## src/rtl/alu_pkg.sv

```systemverilog
// Shared types for the multi-cycle ALU: opcodes, FSM states and the flag bundle.
// No logic beyond the is_iter() opcode classifier.
package alu_pkg;

    typedef enum logic [3:0] {
        OP_A    = 4'h0,
        OP_B    = 4'h1,
        OP_INCA = 4'h2,
        OP_INCB = 4'h3,
        OP_ADD  = 4'h4,
        OP_SUB  = 4'h5,
        OP_AND  = 4'h6,
        OP_OR   = 4'h7,
        OP_SHR1 = 4'h8,
        OP_SHL1 = 4'h9,
        OP_XOR  = 4'hA,
        OP_LSR  = 4'hB,
        OP_LSL  = 4'hC,
        OP_MUL  = 4'hD,
        OP_ASR  = 4'hE,
        OP_ILL  = 4'hF
    } alu_op_e;

    typedef enum logic [1:0] {
        ST_IDLE = 2'd0,
        ST_BUSY = 2'd1,
        ST_DONE = 2'd2
    } alu_state_e;

    typedef struct packed {
        logic cf;
        logic zf;
        logic nf;
        logic vf;
        logic err;
    } alu_flags_t;

    // One bit per opcode: set for the ops that iterate in BUSY (LSR, LSL, MUL, ASR).
    localparam logic [15:0] OP_ITER_MASK = 16'b0111_1000_0000_0000;

    function automatic logic is_iter(input logic [3:0] op);
        return OP_ITER_MASK[op];
    endfunction

endpackage

```

## src/rtl/alu_comb.sv

```systemverilog
// Single-cycle ALU datapath (ops 0000-1010 and illegal 1111), purely combinational.
// Iterative opcodes pass A through with cf=0, which is exactly the zero-shift result.
module alu_comb import alu_pkg::*; #(
    parameter int WIDTH = 8
) (
    input  logic [3:0]       op_i,
    input  logic [WIDTH-1:0] a_i,
    input  logic [WIDTH-1:0] b_i,
    output logic [WIDTH-1:0] c_o,
    output alu_flags_t       flags_o
);

    logic [WIDTH:0]   ext;
    logic [WIDTH-1:0] c;
    logic             cf;
    logic             vf;
    logic             err;

    always_comb begin
        ext = '0;
        c   = a_i;
        cf  = 1'b0;
        vf  = 1'b0;
        err = 1'b0;
        case (alu_op_e'(op_i))
            OP_A:    c = a_i;
            OP_B:    c = b_i;
            OP_INCA: begin
                ext = {1'b0, a_i} + {{WIDTH{1'b0}}, 1'b1};
                c   = ext[WIDTH-1:0];
                cf  = ext[WIDTH];
                vf  = ~a_i[WIDTH-1] & c[WIDTH-1];
            end
            OP_INCB: begin
                ext = {1'b0, b_i} + {{WIDTH{1'b0}}, 1'b1};
                c   = ext[WIDTH-1:0];
                cf  = ext[WIDTH];
                vf  = ~b_i[WIDTH-1] & c[WIDTH-1];
            end
            OP_ADD: begin
                ext = {1'b0, a_i} + {1'b0, b_i};
                c   = ext[WIDTH-1:0];
                cf  = ext[WIDTH];
                vf  = (a_i[WIDTH-1] == b_i[WIDTH-1]) && (c[WIDTH-1] != a_i[WIDTH-1]);
            end
            OP_SUB: begin
                // The borrow out of the extended subtraction is the unsigned A<B.
                ext = {1'b0, a_i} - {1'b0, b_i};
                c   = ext[WIDTH-1:0];
                cf  = ext[WIDTH];
                vf  = (a_i[WIDTH-1] != b_i[WIDTH-1]) && (c[WIDTH-1] != a_i[WIDTH-1]);
            end
            OP_AND:  c = a_i & b_i;
            OP_OR:   c = a_i | b_i;
            OP_XOR:  c = a_i ^ b_i;
            OP_SHR1: begin
                c  = {1'b0, a_i[WIDTH-1:1]};
                cf = a_i[0];
            end
            OP_SHL1: begin
                c  = {a_i[WIDTH-2:0], 1'b0};
                cf = a_i[WIDTH-1];
            end
            OP_ILL: begin
                c   = '0;
                err = 1'b1;
            end
            default: c = a_i;
        endcase
    end

    assign c_o         = c;
    assign flags_o.cf  = cf;
    assign flags_o.zf  = (c == '0) && !err;
    assign flags_o.nf  = c[WIDTH-1];
    assign flags_o.vf  = vf;
    assign flags_o.err = err;

endmodule

```

## src/rtl/alu_mc.sv

```systemverilog
// Multi-cycle ALU: 1-cycle ops, k+1-cycle shifts (k=min(B,WIDTH)), WIDTH+1-cycle multiply.
// Result holds in DONE until out_ready; in_ready only in IDLE; abort drops BUSY/DONE work.
module alu_mc import alu_pkg::*; #(
    parameter int WIDTH = 8
) (
    input  logic             clk,
    input  logic             rst_n,
    input  logic             abort,
    input  logic             in_valid,
    output logic             in_ready,
    input  logic [3:0]       op,
    input  logic [WIDTH-1:0] a,
    input  logic [WIDTH-1:0] b,
    output logic             out_valid,
    input  logic             out_ready,
    output logic [WIDTH-1:0] c,
    output logic             cf,
    output logic             zf,
    output logic             nf,
    output logic             vf,
    output logic             err
);

    localparam int CNTW = $clog2(WIDTH) + 1;
    localparam int W2   = 2 * WIDTH;

    alu_state_e       state_q, state_d;
    alu_op_e          op_q, op_d;
    logic [WIDTH-1:0] sh_q, sh_d;
    logic [WIDTH-1:0] mpl_q, mpl_d;
    logic [W2-1:0]    mcand_q, mcand_d;
    logic [W2-1:0]    acc_q, acc_d;
    logic [CNTW-1:0]  cnt_q, cnt_d;
    logic [WIDTH-1:0] c_q, c_d;
    alu_flags_t       flg_q, flg_d;

    logic [WIDTH-1:0] comb_c;
    alu_flags_t       comb_flg;
    logic [CNTW-1:0]  k;
    logic [WIDTH-1:0] sh_nxt;
    logic             sh_out;
    logic [W2-1:0]    acc_nxt;
    logic [WIDTH-1:0] res_c;
    logic             res_cf;

    alu_comb #(.WIDTH(WIDTH)) u_comb (
        .op_i    (op),
        .a_i     (a),
        .b_i     (b),
        .c_o     (comb_c),
        .flags_o (comb_flg)
    );

    assign k = (b >= WIDTH'(WIDTH)) ? CNTW'(WIDTH) : b[CNTW-1:0];

    // One iteration step of whichever shift or multiply is in flight.
    always_comb begin
        sh_nxt = {1'b0, sh_q[WIDTH-1:1]};
        sh_out = sh_q[0];
        case (op_q)
            OP_LSL: begin
                sh_nxt = {sh_q[WIDTH-2:0], 1'b0};
                sh_out = sh_q[WIDTH-1];
            end
            OP_ASR:  sh_nxt = {sh_q[WIDTH-1], sh_q[WIDTH-1:1]};
            default: ;
        endcase
        acc_nxt = mpl_q[0] ? (acc_q + mcand_q) : acc_q;
        res_c   = (op_q == OP_MUL) ? acc_nxt[WIDTH-1:0] : sh_nxt;
        res_cf  = (op_q == OP_MUL) ? |acc_nxt[W2-1:WIDTH] : sh_out;
    end

    always_comb begin
        state_d = state_q;
        op_d    = op_q;
        sh_d    = sh_q;
        mpl_d   = mpl_q;
        mcand_d = mcand_q;
        acc_d   = acc_q;
        cnt_d   = cnt_q;
        c_d     = c_q;
        flg_d   = flg_q;
        case (state_q)
            ST_IDLE: begin
                if (in_valid) begin
                    op_d = alu_op_e'(op);
                    if (is_iter(op) && ((alu_op_e'(op) == OP_MUL) || (k != '0))) begin
                        state_d = ST_BUSY;
                        cnt_d   = (alu_op_e'(op) == OP_MUL) ? CNTW'(WIDTH) : k;
                        sh_d    = a;
                        mpl_d   = b;
                        mcand_d = {{WIDTH{1'b0}}, a};
                        acc_d   = '0;
                    end else begin
                        state_d = ST_DONE;
                        c_d     = comb_c;
                        flg_d   = comb_flg;
                    end
                end
            end
            ST_BUSY: begin
                if (abort) begin
                    state_d = ST_IDLE;
                end else begin
                    sh_d    = sh_nxt;
                    acc_d   = acc_nxt;
                    mcand_d = mcand_q << 1;
                    mpl_d   = mpl_q >> 1;
                    cnt_d   = cnt_q - 1'b1;
                    if (cnt_q == CNTW'(1)) begin
                        state_d   = ST_DONE;
                        c_d       = res_c;
                        flg_d.cf  = res_cf;
                        flg_d.zf  = (res_c == '0);
                        flg_d.nf  = res_c[WIDTH-1];
                        flg_d.vf  = 1'b0;
                        flg_d.err = 1'b0;
                    end
                end
            end
            ST_DONE: begin
                if (abort || out_ready) state_d = ST_IDLE;
            end
            default: state_d = ST_IDLE;
        endcase
    end

    always_ff @(posedge clk or negedge rst_n) begin
        if (!rst_n) begin
            state_q <= ST_IDLE;
            op_q    <= OP_A;
            sh_q    <= '0;
            mpl_q   <= '0;
            mcand_q <= '0;
            acc_q   <= '0;
            cnt_q   <= '0;
            c_q     <= '0;
            flg_q   <= '0;
        end else begin
            state_q <= state_d;
            op_q    <= op_d;
            sh_q    <= sh_d;
            mpl_q   <= mpl_d;
            mcand_q <= mcand_d;
            acc_q   <= acc_d;
            cnt_q   <= cnt_d;
            c_q     <= c_d;
            flg_q   <= flg_d;
        end
    end

    assign in_ready  = (state_q == ST_IDLE);
    assign out_valid = (state_q == ST_DONE);
    assign c         = c_q;
    assign cf        = flg_q.cf;
    assign zf        = flg_q.zf;
    assign nf        = flg_q.nf;
    assign vf        = flg_q.vf;
    assign err       = flg_q.err;

endmodule

```

## config.mk

```make
export PLATFORM = sky130hd
export DESIGN_NAME = alu_mc
export DESIGN_NICKNAME = d
export VERILOG_FILES = /design/src/rtl/alu_pkg.sv /design/src/rtl/alu_comb.sv /design/src/rtl/alu_mc.sv
export SDC_FILE = /design/constraint.sdc
export NUM_CORES = 1
export LEC_CHECK = 0
export CAP_MARGIN = 20
export CORE_ASPECT_RATIO = 0.7
export CORE_MARGIN = 8
export CORE_UTILIZATION = 40
export DETAILED_ROUTE_END_ITERATION = 6
export GPL_ROUTABILITY_DRIVEN = 0
export SYNTH_ARGS = -nofsm -noshare
export SYNTH_HDL_FRONTEND = slang
export SYNTH_SLANG_ARGS = --single-unit
```

## constraint.sdc

```tcl
create_clock -name clk -period 5.15 [get_ports clk]
set_input_delay 1.03 -clock clk [delete_from_list [all_inputs] [get_ports clk]]
set_output_delay 1.03 -clock clk [all_outputs]
set_load 0.01 [all_outputs]
```

==> reports/results.tsv, run 1 <==
stage	metric	value	unit
finish	final_cell_mix	nor2_1, nand2_1, dfrtp_1, a21oi_1, o21ai_0	
finish	diodes	0	
synth	synthAdderAreaFrac	9.84	%
sta	hold_viol_final	0	
finish	fill_cells	1503	
sta	setup_violations	0	
route	drt_wl_total	21.2	mm
synth	syn_inst	788	
synth	yosys.area_share.xor_xnor	3.25	%
route	first_pass_iters	7	
synth	ys_types	88	
route	wl_per_cell	20.7	microns
clock_network	path_clk_slew	0.06	ns
route	vias_per_cell	6.38	
clock_network	clk_path_buf_depth	2	
finish	nets	887	
placed_design	post-dp-hpwl	15.8	mm
clock_network	cts-htree-levels	3	
pwr	peakVddDrop	202	uV
pwr	report.power.total	2610	uW
run_status	violations	DRC	
clock_network	numClockSinks	70	
finish	synthToLayoutAreaGrowth	12.7	%
floorplanning	die_h	122	microns
worst_setup_path	worstSetupPathType	input port to flop	
floorplanning	die_width	168	microns
placed_design	numPortBuffers	39	
clock_network	cts-resized-gates	0	
synth	syn_area_per_cell	8.20	sq um
floorplanning	coreArea	16100	sq um
worst_hold_path	hold_class	flop to flop	
clock_network	cts_made_buffers	9	
synth	syn-num-nets	862	
worst_setup_path	critPathMaxFanout	11	
grt	grt_max_degree	59	
finish	drive_above_1_share	7.82	%
sta	max_freq	0.240	GHz
placed_design	place_ws	0.794	ns
floorplanning	dieArea	20500	sq um
clock_network	cts_setup_buffers	0	
synth	ys_seq_elements	70	
floorplanning	start_util	40.3	%
flow_run	maxCapViolCount	0	
synth	muxShareOfSynthArea	5.17	%
synth	async_flop_share	100	%
clock_network	cts_root_buf	clkbuf_16	
sta	final-max-slew-violation-count	0	
grt	grt_pass1_wl	33.4	mm
sta	setup_tns	0	ns
grt	grt_pass1_vias	5970	
synth	synth_edf_count	0	
synth	synth_ff_type	dfrtp_1	
finish	final_common_cell	nor2_1	
sta	min_period	4.16	ns
synth	yosysSeqAreaShare	27.1	%
sta	skew	0.00986	ns
synth	synth_warnings	0	
pwr	p_leak	0.00312	uW
synth	synth_simple_gate_area_share	21.1	%
sta	rsz0062_at_grt	false	
floorplanning	ios	40	
floorplanning	rows	39	
synth	synth-compound-area-share	27.9	%
pwr	powerDensity	358	nW/um^2
synth	synth_area	6460	sq um
worst_setup_path	required	5.42	ns
grt	antenna_found_initial	0	
sta	slew_headroom	37.1	%
route	drc_errors	5	
worst_setup_path	arrival	4.43	ns
sta	finalCritPeriodShare	80.8	%
clock_network	insertion_delay	0.34	ns
synth	synth_top_family_by_area	compound AO/OA/AOI/OAI gates	
sta	fin_ws	0.987	ns
worst_setup_path	cp-end-kind	flop	
grt	track_usage	20.2	%
grt	grt-ovfl-total	0	
worst_setup_path	critPathLaunchType	input port	
sta	worst_pin_slew	0.940	ns
sta	whs	0.481	ns
route	vias	6524	
run_status	status	finished, violations left	
route	drtAntennaViolNets	0	
clock_network	ctsHoldBuffers	0	
route	drt-initial-drc-count	872	
clock_network	cts_tree	yes	
[cells by family after synthesis]
family          count (synthesis)
buf+inv                        73
xor+xnor                       24
flops                          70
simple gates                  278
compound gates                262
fa+ha+maj                      49
mux                            32
[routing by layer]
layer / part of all wire, % / track usage, % / vias to the layer above
met5: 0.13 / 0 / -
met4: 1.7 / 3.95 / 2
met3: 13 / 7.33 / 41
met2: 41 / 28.9 / 369
met1: 45 / 28.7 / 3129
li1: - / - / 2983
[synthesized netlist by cell type (all sizes together) (6+ instances only)]
cell type	instances	area, sq um
dfrtp	70	1750
ha	46	576
o2111ai	8	70.1
clkbuf	26	119
o21ai	60	300
nor2	80	303
mux2	11	124
mux2i	21	210
nand2	76	285
xor2	7	61.3
a21oi	60	304
buf	17	133
inv	30	113
nor3	24	120
xnor2	17	149
nand2b	10	62.6
nor2b	14	87.6
nand3	22	110
a21o	9	67.6
o21bai	7	52.6
and3	8	51.3
a22o	23	201
o31ai	6	45.0
a31oi	8	50.1
o211ai	6	45.0
a211oi	14	110
or3	7	43.8
[through the flow]
stage                     utilization (%)  cell area [sq um]  std cells
after detailed placement             43.6               7000       1007
after global routing                 45.4               7280       1023
after CTS                            45.4               7280       1023
final                                45.4               7280       1023
after global placement               43.6               7000       1007
after floorplan                         -               6460        788
[report_power, final]
| group | internal, uW | total, uW | switching (uW) | leakage (uW) |
|---|---|---|---|---|
| sequential | 715 | 873 | 158 | 0.000911 |
| clock | 342 | 597 | 256 | 0.000132 |
| combinational | 475 | 1140 | 665 | 0.00208 |
| total | 1530 | 2610 | 1080 | 0.00312 |
[path summary, 6_finish.rpt]
check,start,endpoint,slack (ns),cells after the start
max in group asynchronous,rst_n,cnt_q[3]$_DFFE_PN0P_,3.50,2
min in group asynchronous,rst_n,c[7]$_DFFE_PN0P_,0.57,1
worst max-delay path,b[4],zf$_DFFE_PN0P_,0.99,11
worst min register to register,mpl_q[5]$_DFFE_PN0P_,mpl_q[5]$_DFFE_PN0P_,0.48,2
worst max register to register,mcand_q[1]$_DFFE_PN0P_,acc_q[15]$_DFFE_PN0P_,2.04,9
worst min-delay path,mpl_q[5]$_DFFE_PN0P_,mpl_q[5]$_DFFE_PN0P_,0.48,2
[flip-flops by register name, summed over array words and instances, names as in the netlist]
register	cells
c	8
state_q	2
cnt_q	4
zf	1
cf	1
mcand_q	16
vf	1
mpl_q	8
acc_q	16
sh_q	8
op_q	4
err	1
[area by class of cell]
cell class | instances | area (sq um) | share of cell area (%)
Tap cell | 205 | 256 | 3.52
Timing Repair Buffer | 57 | 520 | 7.15
Clock inverter | 6 | 45.0 | 0.619
Inverter | 30 | 113 | 1.55
Multi-Input combinational cell | 645 | 4360 | 59.8
Sequential cell | 70 | 1750 | 24.1
Clock buffer | 10 | 239 | 3.28
[worst max-delay path, cell delays in order]
cell and delay, ns:
clkdlybuf4s50_1 0.62, inv_1 0.16, ha_1 0.57, or3_1 0.20, o221ai_2 0.12, o41a_1 0.40, a221o_1 0.31, o21ai_1 0.11
o2111ai_1 0.26, or4b_1 0.57, nand3_1 0.09
Note: power is estimated with default switching activity, not from simulation.
==> run 2: changes to the inputs <==
==> constraint.sdc (replaced) <==
create_clock -name clk -period 4.1 [get_ports clk]
set_input_delay 0.82 -clock clk [delete_from_list [all_inputs] [get_ports clk]]
set_output_delay 0.82 -clock clk [all_outputs]
set_load 0.01 [all_outputs]
==> reports/results.tsv, run 2 (same netlist as run 1, synthesis figures left out) <==
stage	metric	value	unit	change
run_status	status	finished, final reports clean		
floorplanning	start_util	40.3	%	unchanged
sta	rsz0062_at_grt	false		
worst_setup_path	arrival	3.89	ns	-0.54 ns
flow_run	maxCapViolCount	0		unchanged
worst_setup_path	crit_chain	clkdlybuf4s50_1 > buf_4 > mux2i_1 > nor3_1 > a311oi_1 > o21ai_0 > a211oi_1 > nand4b_1 > or4b_1 > nand3_1		
worst_setup_path	worstSetupPathType	input port to flop		
grt	antenna_found_initial	0		unchanged
worst_setup_path	critPathMaxFanout	13		+2
clock_network	cts_root_buf	clkbuf_16		
clock_network	clk_path_buf_depth	2		unchanged
clock_network	cts-htree-levels	3		unchanged
sta	finalCritPeriodShare	88.1	%	
finish	synthToLayoutAreaGrowth	16.0	%	
grt	grt_pass1_vias	6036		+1.1%
floorplanning	ios	40		unchanged
route	vias	6461		-0.97%
finish	diodes	0		unchanged
placed_design	numPortBuffers	39		unchanged
grt	grt_max_degree	71		+20%
finish	final_common_cell	nor2_1		
sta	setup_tns	0	ns	unchanged
route	drtAntennaViolNets	0		unchanged
route	drt_wl_total	21.1	mm	-0.43%
grt	grt-ovfl-total	0		unchanged
clock_network	numClockSinks	70		unchanged
clock_network	cts-resized-gates	0		unchanged
grt	grt_pass1_wl	33.9	mm	+1.5%
worst_setup_path	cp-end-kind	flop		
worst_setup_path	critPathLaunchType	input port		
worst_setup_path	slowest_delay	0.85	ns	+0.23 ns
finish	nets	909		+2.5%
finish	final_area	7490	sq um	+2.9%
finish	fill_cells	1537		+2.3%
clock_network	ctsHoldBuffers	0		unchanged
clock_network	path_clk_slew	0.06	ns	about the same
floorplanning	coreArea	16100	sq um	unchanged
floorplanning	dieArea	20500	sq um	unchanged
worst_hold_path	hold_depth	2		unchanged
sta	worst_pin_slew	0.935	ns	-0.00479 ns
pwr	p_leak	0.00325	uW	+4.0%
route	drt-initial-drc-count	823		-5.6%
sta	skew	0.00842	ns	-0.00143 ns
worst_setup_path	required	4.37	ns	-1.05 ns
pwr	peakVddDrop	271	uV	+34%
floorplanning	rows	39		unchanged
worst_setup_path	reg2reg_depth	9		unchanged
finish	drive_above_1_share	10.2	%	+2.4 points
clock_network	insertion_delay	0.34	ns	about the same
pwr	powerDensity	448	nW/um^2	+25%
sta	slew_headroom	37.6	%	+0.52 points
clock_network	cts_setup_buffers	0		unchanged
route	first_pass_iters	5		-2
sta	setup_violations	0		unchanged
clock_network	cts_tree	yes		
worst_hold_path	hold_class	flop to flop		
finish	largestRegisters	acc_q x16, mcand_q x16		
placed_design	dpl_cell_area	7190	sq um	+2.7%
clock_network	cts_made_buffers	9		unchanged
sta	hold_viol_final	0		unchanged
finish	final_cell_mix	nor2_1, nand2_1, dfrtp_1, a21oi_1, o21ai_0		
sta	max_freq	0.277	GHz	
route	wl_per_cell	20.2	microns	-2.5%
worst_setup_path	crit_slowest_cell	clkdlybuf4s50_1		
sta	min_period	3.61	ns	
route	drc_errors	0		-5
route	vias_per_cell	6.18		-3.1%
floorplanning	die_width	168	microns	unchanged
placed_design	post-dp-hpwl	16.3	mm	+3.1%
grt	track_usage	20.6	%	+0.41 points
sta	final-max-slew-violation-count	0		unchanged
floorplanning	die_h	122	microns	unchanged
==> run 2: changes by cell type in the layout (fill, tap and decap cells not counted), sizes merged <==
cell and delta:
buf +22, inv +1, bufinv +1, clkbuf -1, clkinv -1
==> run 2: layout make-up <==
cell class	instances	area [sq um]	share of cell area [%]
multi-input cells	645	4360	58.1
flip-flops and latches	70	1750	23.4
repair buffers	79	711	9.48
well taps	205	256	3.42
clock buffers	9	225	3.01
inverters	30	113	1.50
clock inverters	7	81.3	1.09
==> run 2: final timing paths <==
path	slack (ns)	startpoint	endpoint
max	0.49	op[3]	zf$_DFFE_PN0P_
min	0.48	mpl_q[4]$_DFFE_PN0P_	mpl_q[4]$_DFFE_PN0P_
max reg2reg	1.05	mcand_q[7]$_DFFE_PN0P_	acc_q[15]$_DFFE_PN0P_
min reg2reg	0.48	mpl_q[4]$_DFFE_PN0P_	mpl_q[4]$_DFFE_PN0P_
max in group asynchronous	2.78	rst_n	acc_q[15]$_DFFE_PN0P_
min in group asynchronous	0.70	rst_n	mcand_q[0]$_DFFE_PN0P_
==> run 2: through the flow <==
step | utilization, % | hold slack, ns | setup slack, ns | total power, uW | std cells
after floorplan | - | 0.449 | 0.967 | 2020 | 788
after global placement | 44.8 | 0.461 | 0.287 | 2500 | 1029
after detailed placement | 44.8 | 0.471 | 0.243 | 2540 | 1029
after CTS | 46.7 | 0.484 | 0.595 | 3360 | 1045
after global routing | 46.7 | 0.517 | 0.332 | 3580 | 1045
final | 46.7 | 0.482 | 0.488 | 3360 | 1045
==> run 2: report_power, final <==
group / switching [uW] / internal, uW / leakage [uW]
registers: 233 / 897 / 0.000911
logic: 804 / 614 / 0.00219
clock network: 333 / 479 / 0.000141
total: 1370 / 1990 / 0.00325
==> run 2: critical path: cells and delay by family <==
kind / cells / cell delay (ns)
muxes: 1 / 0.19
and+or+nand+nor: 4 / 0.77
buffers and inverters: 2 / 1.12
AOI/OAI and AO/OA: 3 / 0.98
==> run 2: layer usage <==
| metal | vias to the layer above | part of all wire, % | track usage (%) |
|---|---|---|---|
| met3 | 22 | 12 | 6.56 |
| li1 | 3038 | - | - |
| met4 | 0 | 0.99 | 3.00 |
| met1 | 3070 | 47 | 30.5 |
| met2 | 331 | 40 | 29.0 |
| met5 | - | 0 | 0 |
==> run 3: changes to the inputs <==
--- a/config.mk
+++ b/config.mk
@@ -7,10 +7,11 @@
 export LEC_CHECK = 0
 export CAP_MARGIN = 20
 export CORE_ASPECT_RATIO = 0.7
-export CORE_MARGIN = 8
+export CORE_MARGIN = 5
 export CORE_UTILIZATION = 40
 export DETAILED_ROUTE_END_ITERATION = 6
 export GPL_ROUTABILITY_DRIVEN = 0
+export REMOVE_ABC_BUFFERS = 1
 export SYNTH_ARGS = -nofsm -noshare
 export SYNTH_HDL_FRONTEND = slang
 export SYNTH_SLANG_ARGS = --single-unit
==> reports/results.tsv, run 3 (same netlist as run 1, synthesis figures left out) <==
stage	metric	value	unit	change
worst_setup_path	arrival	3.88	ns	about the same
sta	setup_tns	0	ns	unchanged
worst_hold_path	hold_class	flop to flop		
sta	worst_pin_slew	0.935	ns	-0.0000255 ns
flow_run	maxCapViolCount	0		unchanged
pwr	p_leak	0.00325	uW	+0.21%
finish	fill_cells	1529		-0.52%
finish	multiInputGateArea	4360	sq um	unchanged
route	vias_per_cell	6.20		+0.33%
floorplanning	rows	38		-2.6%
clock_network	ctsHoldBuffers	0		unchanged
sta	slew_headroom	37.6	%	about the same
worst_setup_path	regToRegStartpoint	mcand_q[1]$_DFFE_PN0P_		
finish	synthToLayoutAreaGrowth	16.0	%	about the same
sta	final-max-slew-violation-count	0		unchanged
worst_setup_path	crit_start	b[1]		
floorplanning	start_util	41.2	%	+0.93 points
sta	setup_violations	0		unchanged
sta	hold_viol_final	0		unchanged
worst_hold_path	holdCritStartpoint	mpl_q[4]$_DFFE_PN0P_		
finish	diodes	0		unchanged
route	drt_wl_total	21.0	mm	-0.35%
pwr	peakVddDrop	231	uV	-15%
floorplanning	die_width	162	microns	-3.6%
route	vias	6451		-0.15%
worst_setup_path	critPathMaxFanout	5		-8
sta	whs	0.479	ns	-0.00297 ns
sta	skew	0.00648	ns	-0.00195 ns
finish	drive_above_1_share	10.1	%	-0.12 points
worst_setup_path	required	4.37	ns	about the same
grt	grt-ovfl-total	0		unchanged
floorplanning	dieArea	18800	sq um	-8.3%
placed_design	post-dp-hpwl	15.9	mm	-2.5%
clock_network	cts_tree	yes		
placed_design	numPortBuffers	39		unchanged
grt	grt_max_degree	71		unchanged
grt	track_usage	22.6	%	+2.0 points
route	first_pass_iters	6		+1
finish	largestRegisters	acc_q x16, mcand_q x16		
finish	final_cell_mix	nor2_1, nand2_1, dfrtp_1, a21oi_1, o21ai_0		
worst_setup_path	cp-end-kind	flop		
sta	finalCritPeriodShare	88.1	%	about the same
floorplanning	die_h	116	microns	-4.9%
worst_setup_path	critPathLaunchType	input port		
clock_network	cts_made_buffers	9		unchanged
clock_network	insertion_delay	0.34	ns	about the same
sta	min_period	3.61	ns	-0.000578 ns
route	drc_errors	0		unchanged
clock_network	cts-htree-levels	3		unchanged
run_status	status	finished, final reports clean		
finish	nets	909		unchanged
placed_design	place_ws	0.180	ns	-0.0627 ns
grt	antenna_found_initial	0		unchanged
clock_network	path_clk_slew	0.06	ns	about the same
finish	final_common_cell	nor2_1		
clock_network	cts_setup_buffers	0		unchanged
clock_network	clk_path_buf_depth	2		unchanged
grt	grt_pass1_vias	6141		+1.7%
route	drt-initial-drc-count	759		-7.8%
floorplanning	ios	40		unchanged
sta	fin_ws	0.488	ns	+0.000578 ns
pwr	powerDensity	446	nW/um^2	-0.58%
grt	grt_pass1_wl	33.9	mm	about the same
finish	ff_latch_area	1750	sq um	unchanged
pwr	report.power.total	3340	uW	-0.53%
floorplanning	coreArea	15700	sq um	-2.3%
finish	layoutNonFillerInstCount	1040		-0.48%
route	drtAntennaViolNets	0		unchanged
clock_network	cts-resized-gates	0		unchanged
placed_design	dpl.cell_count	1024		-0.49%
clock_network	numClockSinks	70		unchanged
sta	max_freq	0.277	GHz	about the same
sta	rsz0062_at_grt	false		
clock_network	cts_root_buf	clkbuf_16		
route	wl_per_cell	20.2	microns	+0.13%
worst_setup_path	worstSetupPathType	input port to flop		
[run 3: path summary, 6_finish.rpt]
check,end,slack (ns),depth (start not counted)
max,zf$_DFFE_PN0P_,0.49,11
min,mpl_q[4]$_DFFE_PN0P_,0.48,2
max reg2reg,acc_q[15]$_DFFE_PN0P_,1.04,9
min reg2reg,mpl_q[4]$_DFFE_PN0P_,0.48,2
max in group asynchronous,sh_q[1]$_DFFE_PN0P_,2.86,1
min in group asynchronous,c[6]$_DFFE_PN0P_,0.61,1
[run 3: power by group]
group / switching [uW] / leakage [uW] / internal, uW / total [uW]
clock network: 314 / 0.000142 / 488 / 801
logic: 799 / 0.00220 / 617 / 1420
registers: 229 / 0.000911 / 898 / 1130
[run 3: metal layers]
layer  vias up  global-route usage, %  part of all wire (%)
met3        37                   6.77                   8.9
met2       286                   31.1                    39
li1       3028                      -                     -
met4         0                   4.85                   1.5
met5         -                      0                     0
met1      3100                   34.6                    51
[run 3: stage by stage]
step,area (sq um),utilization [%]
after global routing,7500,47.8
after detailed placement,7200,45.9
after CTS,7500,47.8
after global placement,7200,45.9
after floorplan,6210,-
final,7500,47.8
[run 3: cell type report]
cell class                 instances  share of cell area [%]
multi-input combinational        645                    58.1
sequential                        70                    23.4
timing repair buffer              79                    9.68
tap                              200                    3.34
clock buffer                      11                    3.24
inverter                          30                    1.50
clock inverter                     5                   0.784
[run 3: critical path, stage by stage]
cell	delay (ns)
clkdlybuf4s50_1	0.63
inv_1	0.15
ha_1	0.37
o21ba_2	0.20
o221ai_2	0.16
o41a_1	0.39
a221o_1	0.31
o21ai_1	0.08
o2111ai_1	0.15
or4b_1	0.53
nand3_1	0.10
